### config.mk
export PLATFORM = sky130hd
export DESIGN_NAME = fault_classifier_seq
export DESIGN_NICKNAME = d
export VERILOG_FILES = /design/src/rtl/motor_fault_pkg.sv /design/src/rtl/persist_filter.sv /design/src/rtl/fault_classifier_seq.sv
export SDC_FILE = /design/constraint.sdc
export NUM_CORES = 1
export LEC_CHECK = 0
export BUFFER_PORTS_ARGS = -buffer_cell sky130_fd_sc_hd__buf_2
export CAP_MARGIN = 5
export CORE_MARGIN = 4
export CORE_UTILIZATION = 45
export CTS_BUF_LIST = sky130_fd_sc_hd__clkbuf_4
export CTS_CLUSTER_SIZE = 24
export DETAILED_ROUTE_END_ITERATION = 16
export GPL_TIMING_DRIVEN = 0
export PLACE_DENSITY_LB_ADDON = 0.1
export SLEW_MARGIN = 20
export SYNTH_ARGS = -nofsm -noshare
export SYNTH_HDL_FRONTEND = slang
export SYNTH_SLANG_ARGS = --single-unit
### constraint.sdc
create_clock -name clk -period 3 [get_ports clk]
set_clock_uncertainty 0.15 [all_clocks]
set_input_delay 0.6 -clock clk [delete_from_list [all_inputs] [get_ports clk]]
set_output_delay 0.6 -clock clk [all_outputs]
set_load 0.03 [all_outputs]
### src/rtl/motor_fault_pkg.sv
// Shared fault codes and class indices for the sequential motor fault classifier.
// Fault codes are ordered by priority, so a numeric max is also a priority max.
package motor_fault_pkg;
  localparam logic [2:0] FAULT_NONE   = 3'b000;
  localparam logic [2:0] FAULT_ROTOR  = 3'b001;
  localparam logic [2:0] FAULT_STATOR = 3'b010;
  localparam logic [2:0] FAULT_VIB    = 3'b011;
  localparam logic [2:0] FAULT_UV     = 3'b100;

  localparam int IDX_ROTOR   = 0;
  localparam int IDX_STATOR  = 1;
  localparam int IDX_VIB     = 2;
  localparam int IDX_UV      = 3;
  localparam int NUM_CLASSES = 4;
endpackage

### src/rtl/persist_filter.sv
// Debounce for one fault class: PERSIST consecutive qualifying samples toggle the active flag.
// The counter watches the assert condition while inactive and the release condition while active.
module persist_filter #(
  parameter int PERSIST = 4
) (
  input  logic clk,
  input  logic rst,
  input  logic en,
  input  logic assert_c,
  input  logic release_c,
  output logic active
);
  localparam int CW = $clog2(PERSIST + 1);
  localparam logic [CW-1:0] CNT_LAST = CW'(PERSIST - 1);

  logic [CW-1:0] cnt;
  logic          qual;

  assign qual = active ? release_c : assert_c;

  always_ff @(posedge clk) begin
    if (rst) begin
      cnt    <= '0;
      active <= 1'b0;
    end else if (en) begin
      if (!qual) begin
        cnt <= '0;
      end else if (cnt == CNT_LAST) begin
        active <= ~active;
        cnt    <= '0;
      end else begin
        cnt <= cnt + 1'b1;
      end
    end
  end
endmodule

### src/rtl/fault_classifier_seq.sv
// Sequential motor fault classifier: hysteresis thresholds, per-class debounce,
// priority encode, a one-cycle valid pulse and a software-cleared sticky latch.
module fault_classifier_seq
  import motor_fault_pkg::*;
#(
  parameter int W        = 16,
  parameter int PERSIST  = 4,
  parameter int HYST     = 4,
  parameter int V_MIN    = 180,
  parameter int VIB_MAX  = 80,
  parameter int TEMP_MAX = 80,
  parameter int CUR_MAX  = 80,
  parameter int FLUX_MIN = 60
) (
  input  logic         clk,
  input  logic         rst,
  input  logic         sample_valid,
  input  logic [W-1:0] avg_current,
  input  logic [W-1:0] avg_vibration,
  input  logic [W-1:0] avg_temperature,
  input  logic [W-1:0] rotor_flux,
  input  logic [W-1:0] stator_flux,
  input  logic [W-1:0] voltage,
  input  logic         clear_latch,
  output logic [2:0]   fault_type,
  output logic         fault_valid,
  output logic         fault_latched,
  output logic [2:0]   latched_type
);
  // Upper release levels carry an extra bit so threshold+HYST cannot wrap;
  // lower release levels clamp at zero.
  localparam logic [W:0]   UV_REL   = (W+1)'(V_MIN) + (W+1)'(HYST);
  localparam logic [W:0]   FLUX_REL = (W+1)'(FLUX_MIN) + (W+1)'(HYST);
  localparam logic [W-1:0] VIB_REL  = (VIB_MAX  > HYST) ? W'(VIB_MAX  - HYST) : '0;
  localparam logic [W-1:0] TEMP_REL = (TEMP_MAX > HYST) ? W'(TEMP_MAX - HYST) : '0;
  localparam logic [W-1:0] CUR_REL  = (CUR_MAX  > HYST) ? W'(CUR_MAX  - HYST) : '0;

  logic [NUM_CLASSES-1:0] assert_c;
  logic [NUM_CLASSES-1:0] release_c;
  logic [NUM_CLASSES-1:0] active;

  always_comb begin
    assert_c  = '0;
    release_c = '0;
    assert_c[IDX_UV]      = voltage < W'(V_MIN);
    release_c[IDX_UV]     = {1'b0, voltage} >= UV_REL;
    assert_c[IDX_VIB]     = avg_vibration > W'(VIB_MAX);
    release_c[IDX_VIB]    = avg_vibration <= VIB_REL;
    assert_c[IDX_STATOR]  = (stator_flux < W'(FLUX_MIN)) && (avg_temperature > W'(TEMP_MAX));
    release_c[IDX_STATOR] = ({1'b0, stator_flux} >= FLUX_REL) || (avg_temperature <= TEMP_REL);
    assert_c[IDX_ROTOR]   = (rotor_flux < W'(FLUX_MIN)) && (avg_current > W'(CUR_MAX));
    release_c[IDX_ROTOR]  = ({1'b0, rotor_flux} >= FLUX_REL) || (avg_current <= CUR_REL);
  end

  for (genvar g = 0; g < NUM_CLASSES; g++) begin : g_filt
    persist_filter #(.PERSIST(PERSIST)) u_filt (
      .clk       (clk),
      .rst       (rst),
      .en        (sample_valid),
      .assert_c  (assert_c[g]),
      .release_c (release_c[g]),
      .active    (active[g])
    );
  end

  // Active flags are registered and only move on sample edges, so the
  // encoded code is stable for the whole cycle in which fault_valid pulses.
  always_comb begin
    fault_type = FAULT_NONE;
    if (active[IDX_UV])          fault_type = FAULT_UV;
    else if (active[IDX_VIB])    fault_type = FAULT_VIB;
    else if (active[IDX_STATOR]) fault_type = FAULT_STATOR;
    else if (active[IDX_ROTOR])  fault_type = FAULT_ROTOR;
  end

  always_ff @(posedge clk) begin
    if (rst) begin
      fault_valid   <= 1'b0;
      fault_latched <= 1'b0;
      latched_type  <= FAULT_NONE;
    end else begin
      fault_valid <= sample_valid;
      if (fault_valid && (fault_type != FAULT_NONE)) begin
        fault_latched <= 1'b1;
        if (clear_latch || (fault_type > latched_type))
          latched_type <= fault_type;
      end else if (clear_latch) begin
        fault_latched <= 1'b0;
        latched_type  <= FAULT_NONE;
      end
    end
  end
endmodule

# After elaboration in Yosys (flattened, before gate mapping)
# Index checks and enable logic that the tools add are counted.
[word_totals] regBits=21 inputBits=100 output_inout_bits=8
[classes] addsub=4 order_cmp=13 n_eq_ne=5 mux=21 bitwise_logic=4 reduce_logical=13
[op_table] op="$gt A16 B7 Y1 const B" n=3
[op_table] op="$le A16 B7 Y1 const B" n=3
[op_table] op="$mux W3" n=12
[op_table] op="$ge A16 B7 Y1 const B" n=2
[op_table] op="$lt A16 B6 Y1 const B" n=2
[op_table] op="$ge A16 B8 Y1 const B" n=1
[op_table] op="$lt A16 B8 Y1 const B" n=1
[op_table] op="$add A3 B1 Y3 const B" n=4
[op_table] op="$eq A3 B2 Y1 const B" n=4
[op_table] op="$reduce_and A3 Y1" n=4
[op_table] op="$mux W1" n=7
[op_table] op="$mux W2" n=2
[op_table] op="$not A1 Y1" n=4
[op_table] op="$gt A3 B3 Y1" n=1
[op_table] op="$logic_and A1 B1 Y1" n=3
[op_table] op="$logic_or A1 B1 Y1" n=3
[op_table] op="$reduce_bool A3 Y1" n=1
[op_table] op="$ne A2 B1 Y1 const B" n=1
[op_table] op="$reduce_and A2 Y1" n=1
[op_table] op="$reduce_bool A2 Y1" n=1

# Depth between registers and ports, before layout
# Gate-level depths: netlist (run 1).
[logic_depth] word_depth=8 ltp_mapped=8 mapped_depth_nobuf=8

# By module
# A second synthesis (run 1) with hierarchy kept.
[unflattened] hier_cells=176 area_unflattened_um2=1534.0
[modules_own_cells] mod="persist_filter" n_inst=4 cells_each=20 area_per_inst_um2=212.7 seq_area_each_um2=80.1
[modules_own_cells] mod="fault_classifier_seq" n_inst=1 cells_each=96 area_per_inst_um2=683.2 seq_area_each_um2=100.1

# Worst setup path after synthesis (run 1)
# No wires, ideal clock.
[synth_timing] path_kind="reg-to-reg" start="register g_filt[1].u_filt.active" end="register latched_type[0]" arrival_ps=2282 slack_ps=498 stages_incl_launch_ff=9 path_buffers=0 period_less_slack_ps=2502 cell_sequence="dfxtp_1 -> nor2_1 -> nor2_1 -> ha_1 -> nor2b_1 -> o21a_1 -> o21a_1 -> or3b_2 -> a21oi_1"
[synth_between] elab_chain_len=7 elab_cells_between_ends=12
[synth_rtl] element="start: declaration" line_no="persist_filter.sv:11" rtl="output logic active"
[synth_rtl] element="start signal: assignment" line_no="persist_filter.sv:29" rtl="active <= ~active;"
[synth_rtl] element="$mux W2 *" line_no="fault_classifier_seq.sv:72" rtl="else if (active[IDX_STATOR]) fault_type = FAULT_STATOR;"
[synth_rtl] element="$mux W2 *" line_no="fault_classifier_seq.sv:71" rtl="else if (active[IDX_VIB]) fault_type = FAULT_VIB;"
[synth_rtl] element="$mux W3 *" line_no="fault_classifier_seq.sv:70" rtl="if (active[IDX_UV]) fault_type = FAULT_UV;"
[synth_rtl] element="via fault_type[1]" line_no="fault_classifier_seq.sv:25" rtl="output logic [2:0] fault_type,"
[synth_rtl] element="$gt A3 B3 Y1 or $reduce_bool A3 Y1 (tied branches)" line_no="fault_classifier_seq.sv:85, fault_classifier_seq.sv:83"
[synth_rtl] element="$logic_or A1 B1 Y1 or $logic_and A1 B1 Y1 (tied branches)" line_no="fault_classifier_seq.sv:85, fault_classifier_seq.sv:83"
[synth_rtl] element="$ne A2 B1 Y1 (no source line) or $reduce_bool A2 Y1 (tied branches)"
[synth_rtl] element="$reduce_and A2 Y1 (no source line)"
[synth_rtl] element="end signal: assignment" line_no="fault_classifier_seq.sv:86" rtl="latched_type <= fault_type;"
[synth_rtl] element="end: declaration" line_no="fault_classifier_seq.sv:28" rtl="output logic [2:0] latched_type"
# The timed path passes the listed nets; every way through them passes the cells marked *. The select of a mux whose other input is x is not followed.
# A chain may end at the register's enable or synchronous reset.

# Worst setup path after layout (run 1)
[layout_timing] start="register g_filt[1].u_filt.active" end="register latched_type[0]"
[layout_between] elab_chain_len=7 elab_cells_between_ends=12
[layout_rtl] element="$mux W2 *" line_no="fault_classifier_seq.sv:72"
[layout_rtl] element="$mux W2 *" line_no="fault_classifier_seq.sv:71"
[layout_rtl] element="$mux W3 *" line_no="fault_classifier_seq.sv:70"
[layout_rtl] element="$gt A3 B3 Y1 or $reduce_bool A3 Y1 (tied branches)" line_no="fault_classifier_seq.sv:85, fault_classifier_seq.sv:83"
[layout_rtl] element="$logic_or A1 B1 Y1 or $logic_and A1 B1 Y1 (tied branches)" line_no="fault_classifier_seq.sv:85, fault_classifier_seq.sv:83"
[layout_rtl] element="$ne A2 B1 Y1 (no source line) or $reduce_bool A2 Y1 (tied branches)"
[layout_rtl] element="$reduce_and A2 Y1 (no source line)"
# Every way passes the cells marked *; elsewhere a longest branch is shown, timed or not. The select of a mux whose other input is x is not followed.

==> metrics.txt, run 1 <==
Setup CP Type=flip-flop to flip-flop; Crit. End Element=flip-flop; share of the synthesized area in the top cell type=between 20% and 30%; Post-synth EDFFs=0; final instance area=2030 µm²; hold violation total from the final report=0; CP max stage delay=470 ps; WP data arrival=2410 ps; crit path max fanout=7; Peak Freq=0.429 GHz; Routed Antenna Nets=0; Mapped Nets=282; placed cell area=2000 µm²; Hold Buf Count CTS=0; WP buf/inv=0; total chip power=0.539 mW; die area=4170 µm²; Die W=64.6 µm; row count=20; cts repair resizes=0; drt total wl=about 3.9 mm; worst slew pin tran=about 750 ps; post-DP HPWL=roughly 3.3 mm; Max VDD drop=0.243 mV; Hold Path Depth=2; most frequent cells in the layout=101 x buf_2, 21 x dfxtp_1, 13 x nor2_1, 13 x a21oi_1; Final Wtd Congestion=0.798; pre-CTS setup slack=558 ps; sequential area share after synthesis=29.2%; share of layout cells above drive strength 1=between 40% and 50%; top cells by area, synth=dfxtp_1 29%, ha_1 6.1%, or4_1 4.7%; DP Cell Count=320; largest net degree at the start of global routing=12; Area growth, synth to finish=41.0%; cell taking the most area after synthesis=dfxtp_1; port bufs=approximately 100; status=completed; r2r endpoint=latched_type[0]$_SDFFE_PP0P_; crit-path leading delay family=simple AND/OR/NAND/NOR gates; drt wl/cell=12.0 µm; Final nets=388; TritonRoute pass-1 iters=4; postcts setup bufs=0; critical path, cell by cell=nor2_1 -> nor2_1 -> ha_1 -> nor2b_1 -> o21a_1 -> o21a_1 -> or3b_2 -> a21oi_1; worst-skew pair later-pin latency=310 ps; CP Launch Type=flip-flop; fin. max-slew vios=0; clk buf depth=2; H-tree Lvls=1; initial antenna violation count=0; CTS Buf Count=3; Final Cycle Share=77.7%; Hold EP=g_filt[0].u_filt.cnt[2]$_SDFFE_PP0P_; Synth Cell Area=1440 µm²; max_slew headroom=48.4%; total negative slack=0 ps; total global routing overflow=0; leak pwr=0.915 nW; setup slack after layout=~670 ps; ys flop type=dfxtp_1; worst reg-to-reg setup slack=670 ps; power density cells=266 nW/µm²; post-route DRC violation count=0; via count=1721; Synth Register Bits=21; hold slack=304 ps; Initial DRC Count=45; slowest CP cell=dfxtp_1; synthesized instance count=175; # diodes=0; # Max-Cap Violations=0; source of the worst hold timing path=g_filt[0].u_filt.cnt[2]$_SDFFE_PP0P_; warning count from the yosys run=0; CTS Sinks=21; Final Util=66.5%; core area=3050 µm²; fraction of registers with async set/reset=0%; vias in the first global route=around 1700; I/O pin count=108; DR vias/cell=5.31; GRT Overall Usage=approximately a fifth; HP Class=flip-flop to flip-flop; Clock Pin Slew Worst Setup and Hold Paths=roughly 120 ps; most common cell after layout, fill and taps aside=buf_2; Die Ht=64.6 µm; RR Startpoint=g_filt[1].u_filt.active$_SDFFE_PP0P_; Avg Inst Size Synth=8.23 µm²; Starting Density=47.2%; unrepaired setup endpoints after global routing=false; Cell Count, Final, Fillers Out=324; number of distinct library cells after synthesis=47; fin crit period=roughly 2300 ps; CTS tree=done; Worst Reg2Reg Path Length in Cells=8; Worst Path Required=just over 3000 ps; final setup fails=0; clk root buf=clkbuf_4; first-pass GRT wire length=6.74 mm
==> synth_stat cells (5+ instances only) <==
master	instances
dfxtp_1	21
nand3_1	6
nand2b_1	5
ha_1	7
nor2b_1	5
nor4_1	8
or4_1	9
nand2_1	11
inv_1	11
o21ai_0	6
a21oi_1	13
nor2_1	13
==> worst register-to-register path: stages, from the launching register on <==
cell and delay, ps:
dfxtp_1 470, nor2_1 80, nor2_1 180, ha_1 270, nor2b_1 130, o21a_1 160, o21a_1 220, or3b_2 460
a21oi_1 140
==> metal layers <==
metal	wire [µm]	part of all wire, %	vias up	track usage (%)
met5	0	0	-	0
met4	0	0	0	2.11
met3	255	6.5	0	4.33
met2	2040	52	44	36.9
met1	1610	41	776	22.0
li1	-	-	901	-
==> layout make-up <==
cell class	instances	area (µm²)
fillers	283	1020
multi-input cells	138	956
repair buffers	101	505
flip-flops and latches	21	420
well taps	44	55.1
inverters	11	41.3
clock buffers	4	30.0
plain buffers	5	22.5
==> cell families (layout without fill, tap and decap cells) <==
group	Yosys count	after routing	share of synthesized area, %
buffers and inverters	16	121	4.43
adder cells (fa/ha/maj)	7	7	6.08
multiplexers	1	1	0.695
AND/OR/NAND/NOR	76	76	32.4
flip-flops	21	21	29.2
AO/OA/AOI/OAI	54	54	27.2
==> registers in the layout, indices dropped and copies added, names as in the netlist <==
| signal | flops |
|---|---|
| fault_valid | 1 |
| g_filt.u_filt.cnt | 12 |
| fault_latched | 1 |
| latched_type | 3 |
| g_filt.u_filt.active | 4 |
==> how the worst max path moves through the flow <==
stage	startpoint	to	slack, ps	depth (start not counted)
after global placement	rotor_flux[15]	g_filt[0].u_filt.cnt[2]$_SDFFE_PP0P_	580	6
final	g_filt[1].u_filt.active$_SDFFE_PP0P_	latched_type[0]$_SDFFE_PP0P_	670	8
after floorplan	g_filt[1].u_filt.active$_SDFFE_PP0P_	latched_type[0]$_SDFFE_PP0P_	500	8
after global routing	g_filt[1].u_filt.active$_SDFFE_PP0P_	latched_type[0]$_SDFFE_PP0P_	480	8
after detailed placement	rotor_flux[15]	g_filt[0].u_filt.cnt[2]$_SDFFE_PP0P_	560	6
after CTS	g_filt[1].u_filt.active$_SDFFE_PP0P_	latched_type[0]$_SDFFE_PP0P_	680	8
==> report_power, final <==
part           internal [mW]  switching (mW)  total (mW)  leakage [nW]
registers              0.282         0.00249       0.284         0.170
clock network         0.0609          0.0854       0.146        0.0184
logic                 0.0607          0.0481       0.109         0.727
total                  0.403           0.136       0.539         0.915
Note: power is estimated with default switching activity, not from simulation.
==> inputs of run 2 (changes only) <==
--- a/config.mk
+++ b/config.mk
@@ -8,7 +8,7 @@
 export BUFFER_PORTS_ARGS = -buffer_cell sky130_fd_sc_hd__buf_2
 export CAP_MARGIN = 5
 export CORE_MARGIN = 4
-export CORE_UTILIZATION = 45
+export CORE_UTILIZATION = 41
 export CTS_BUF_LIST = sky130_fd_sc_hd__clkbuf_4
 export CTS_CLUSTER_SIZE = 24
 export DETAILED_ROUTE_END_ITERATION = 16
==> constraint.sdc (replaced) <==
create_clock -name clk -period 2.3 [get_ports clk]
set_clock_uncertainty 0.15 [all_clocks]
set_input_delay 0.46 -clock clk [delete_from_list [all_inputs] [get_ports clk]]
set_output_delay 0.46 -clock clk [all_outputs]
set_load 0.03 [all_outputs]
==> run 2 against run 1 <==
  * Setup slack got worse by 530 ps
  * Non-clock buffer count is the same
  * Cell area rose by 1.2%
  * Utilization fell by 5.4 points
  * Flip-flop and latch count did not move
  * Largest cell class unchanged
  * Hold slack improved by 0.98 ps
==> metrics.txt, run 2 (synthesis gave the netlist of run 1 again) <==
status=completed; final setup fails=0; unrepaired setup endpoints after global routing=false; first-pass GRT wire length=6.22 mm; Most common cell on crit path=nor2_4; worst slew pin tran=825 ps; total global routing overflow=0; power density cells=339 nW/µm²; crit-path leading delay family=simple AND/OR/NAND/NOR gates; WP data arrival=2250 ps; Crit. End Element=flip-flop; TritonRoute pass-1 iters=4; top flop regs=g_filt.u_filt.cnt x12, g_filt.u_filt.active x4, latched_type x3; DR vias/cell=5.40; most frequent cells in the layout=101 x buf_2, 19 x dfxtp_1, 13 x a21oi_1; clk buf depth=2; Final Cycle Share=93.9%; most common cell after layout, fill and taps aside=buf_2; Die Ht=~67 µm; WP buf/inv=0; Most flops, register=g_filt.u_filt.cnt; drt wl/cell=12.2 µm; Worst Reg2Reg Path Length in Cells=8; critical path, cell by cell=nor2_4 -> nor2_4 -> ha_1 -> nor2b_1 -> o21a_1 -> o21a_2 -> or3b_2 -> a21oi_1; clk root buf=clkbuf_4; Starting Density=between 40% and 50%; Max VDD drop=roughly 0.26 mV; pre-CTS setup slack=-74.6 ps; Peak Freq=0.463 GHz; Die W=about 67 µm; total negative slack=0 ps; largest net degree at the start of global routing=12; post-route DRC violation count=0; GRT Overall Usage=between 10% and 20%; crit path max fanout=7; core area=roughly 3400 µm²; # Max-Cap Violations=0; hold slack=between 300 and 400 ps; hold violation total from the final report=0; drt total wl=between 3 and 4 mm; clock power share=26.6%; setup slack after layout=141 ps; max reg flops=12; CTS Sinks=21; CP max stage delay=450 ps; leak pwr=0.921 nW; post-DP HPWL=3.38 mm; Routed Antenna Nets=0; I/O pin count=108; switch share=24.7%; row count=21; share of layout cells above drive strength 1=42.9%; initial antenna violation count=0; Worst Path Required=2390 ps; Final nets=a little under 400; CTS tree=done; worst-skew pair later-pin latency=300 ps; Clock Pin Slew Worst Setup and Hold Paths=about 120 ps; Area growth, synth to finish=42.7%; Setup CP Type=flip-flop to flip-flop; Worst path depth=8; Int Pwr=0.525 mW; register share of total power=53.0%; worst reg-to-reg setup slack=~140 ps; vias in the first global route=around 1500; CTS Buf Count=3; fin. max-slew vios=0; H-tree Lvls=1; die area=about 4500 µm²; HP Class=input port to flip-flop; slowest CP cell=or3b_2; CP Launch Type=flip-flop; fin crit period=roughly 2200 ps; Final Wtd Congestion=0.777; Hold Path Depth=3; total chip power=approximately 0.7 mW; Initial DRC Count=39; # diodes=0; via count=1762; Comb power frac=20.4%; max_slew headroom=roughly 44%; port bufs=around 100; Psw=0.172 mW; postcts setup bufs=0
[run 2: cell counts in the layout (fill, tap and decap cells not counted)]
Identical to the previous run, type by type.
[run 2: power groups by stage]
stage	Sequential (mW)	Clock (mW)	Combinational, mW
2_1_floorplan	0.380	0	0.0451
3_3_place_gp	0.379	0	0.140
3_5_place_dp	0.379	0	0.143
4_1_cts	0.371	0.196	0.143
5_1_grt	0.370	0.209	0.161
6_report	0.370	0.185	0.142
[run 2: repair_timing]
item                                    CTS  global route
endpoints found under the setup margin    0             1
gates resized for setup                   0             6
hold buffers                              0             0
[run 2: worst register-to-register path: stages, from the launching register on]
cell	delay, ps
dfxtp_4	390
nor2_4	130
nor2_4	40
ha_1	300
nor2b_1	130
o21a_1	160
o21a_2	220
or3b_2	450
a21oi_1	120
[run 2: per-layer routing]
layer,global-route usage (%),share of wire [%]
met4,3.54,0.78
met1,20.7,41
met3,3.83,10
met5,0,0
met2,31.0,47
[run 2: area by class of cell]
| class | count | area (µm²) |
|---|---|---|
| flip-flops and latches | 21 | 425 |
| well taps | 46 | 57.6 |
| fillers | 325 | 1310 |
| inverters | 11 | 41.3 |
| plain buffers | 5 | 22.5 |
| clock buffers | 4 | 30.0 |
| multi-input cells | 138 | 972 |
| repair buffers | 101 | 505 |
[run 2: through the flow]
stage	instance area (µm²)	cells	utilization (%)
3_3_place_gp	2010	322	59.8
2_1_floorplan	1450	175	-
6_report	2050	326	61.1
5_1_grt	2050	326	61.1
3_5_place_dp	2010	322	59.8
4_1_cts	2040	326	60.7
[run 2: path summary, 6_finish.rpt]
kind	startpoint	endpoint
worst min-delay path	rst	g_filt[1].u_filt.cnt[2]$_SDFFE_PP0P_
worst max register to register	g_filt[1].u_filt.active$_SDFFE_PP0P_	latched_type[0]$_SDFFE_PP0P_
worst max-delay path	g_filt[1].u_filt.active$_SDFFE_PP0P_	latched_type[0]$_SDFFE_PP0P_
worst min register to register	g_filt[2].u_filt.cnt[2]$_SDFFE_PP0P_	g_filt[2].u_filt.cnt[2]$_SDFFE_PP0P_
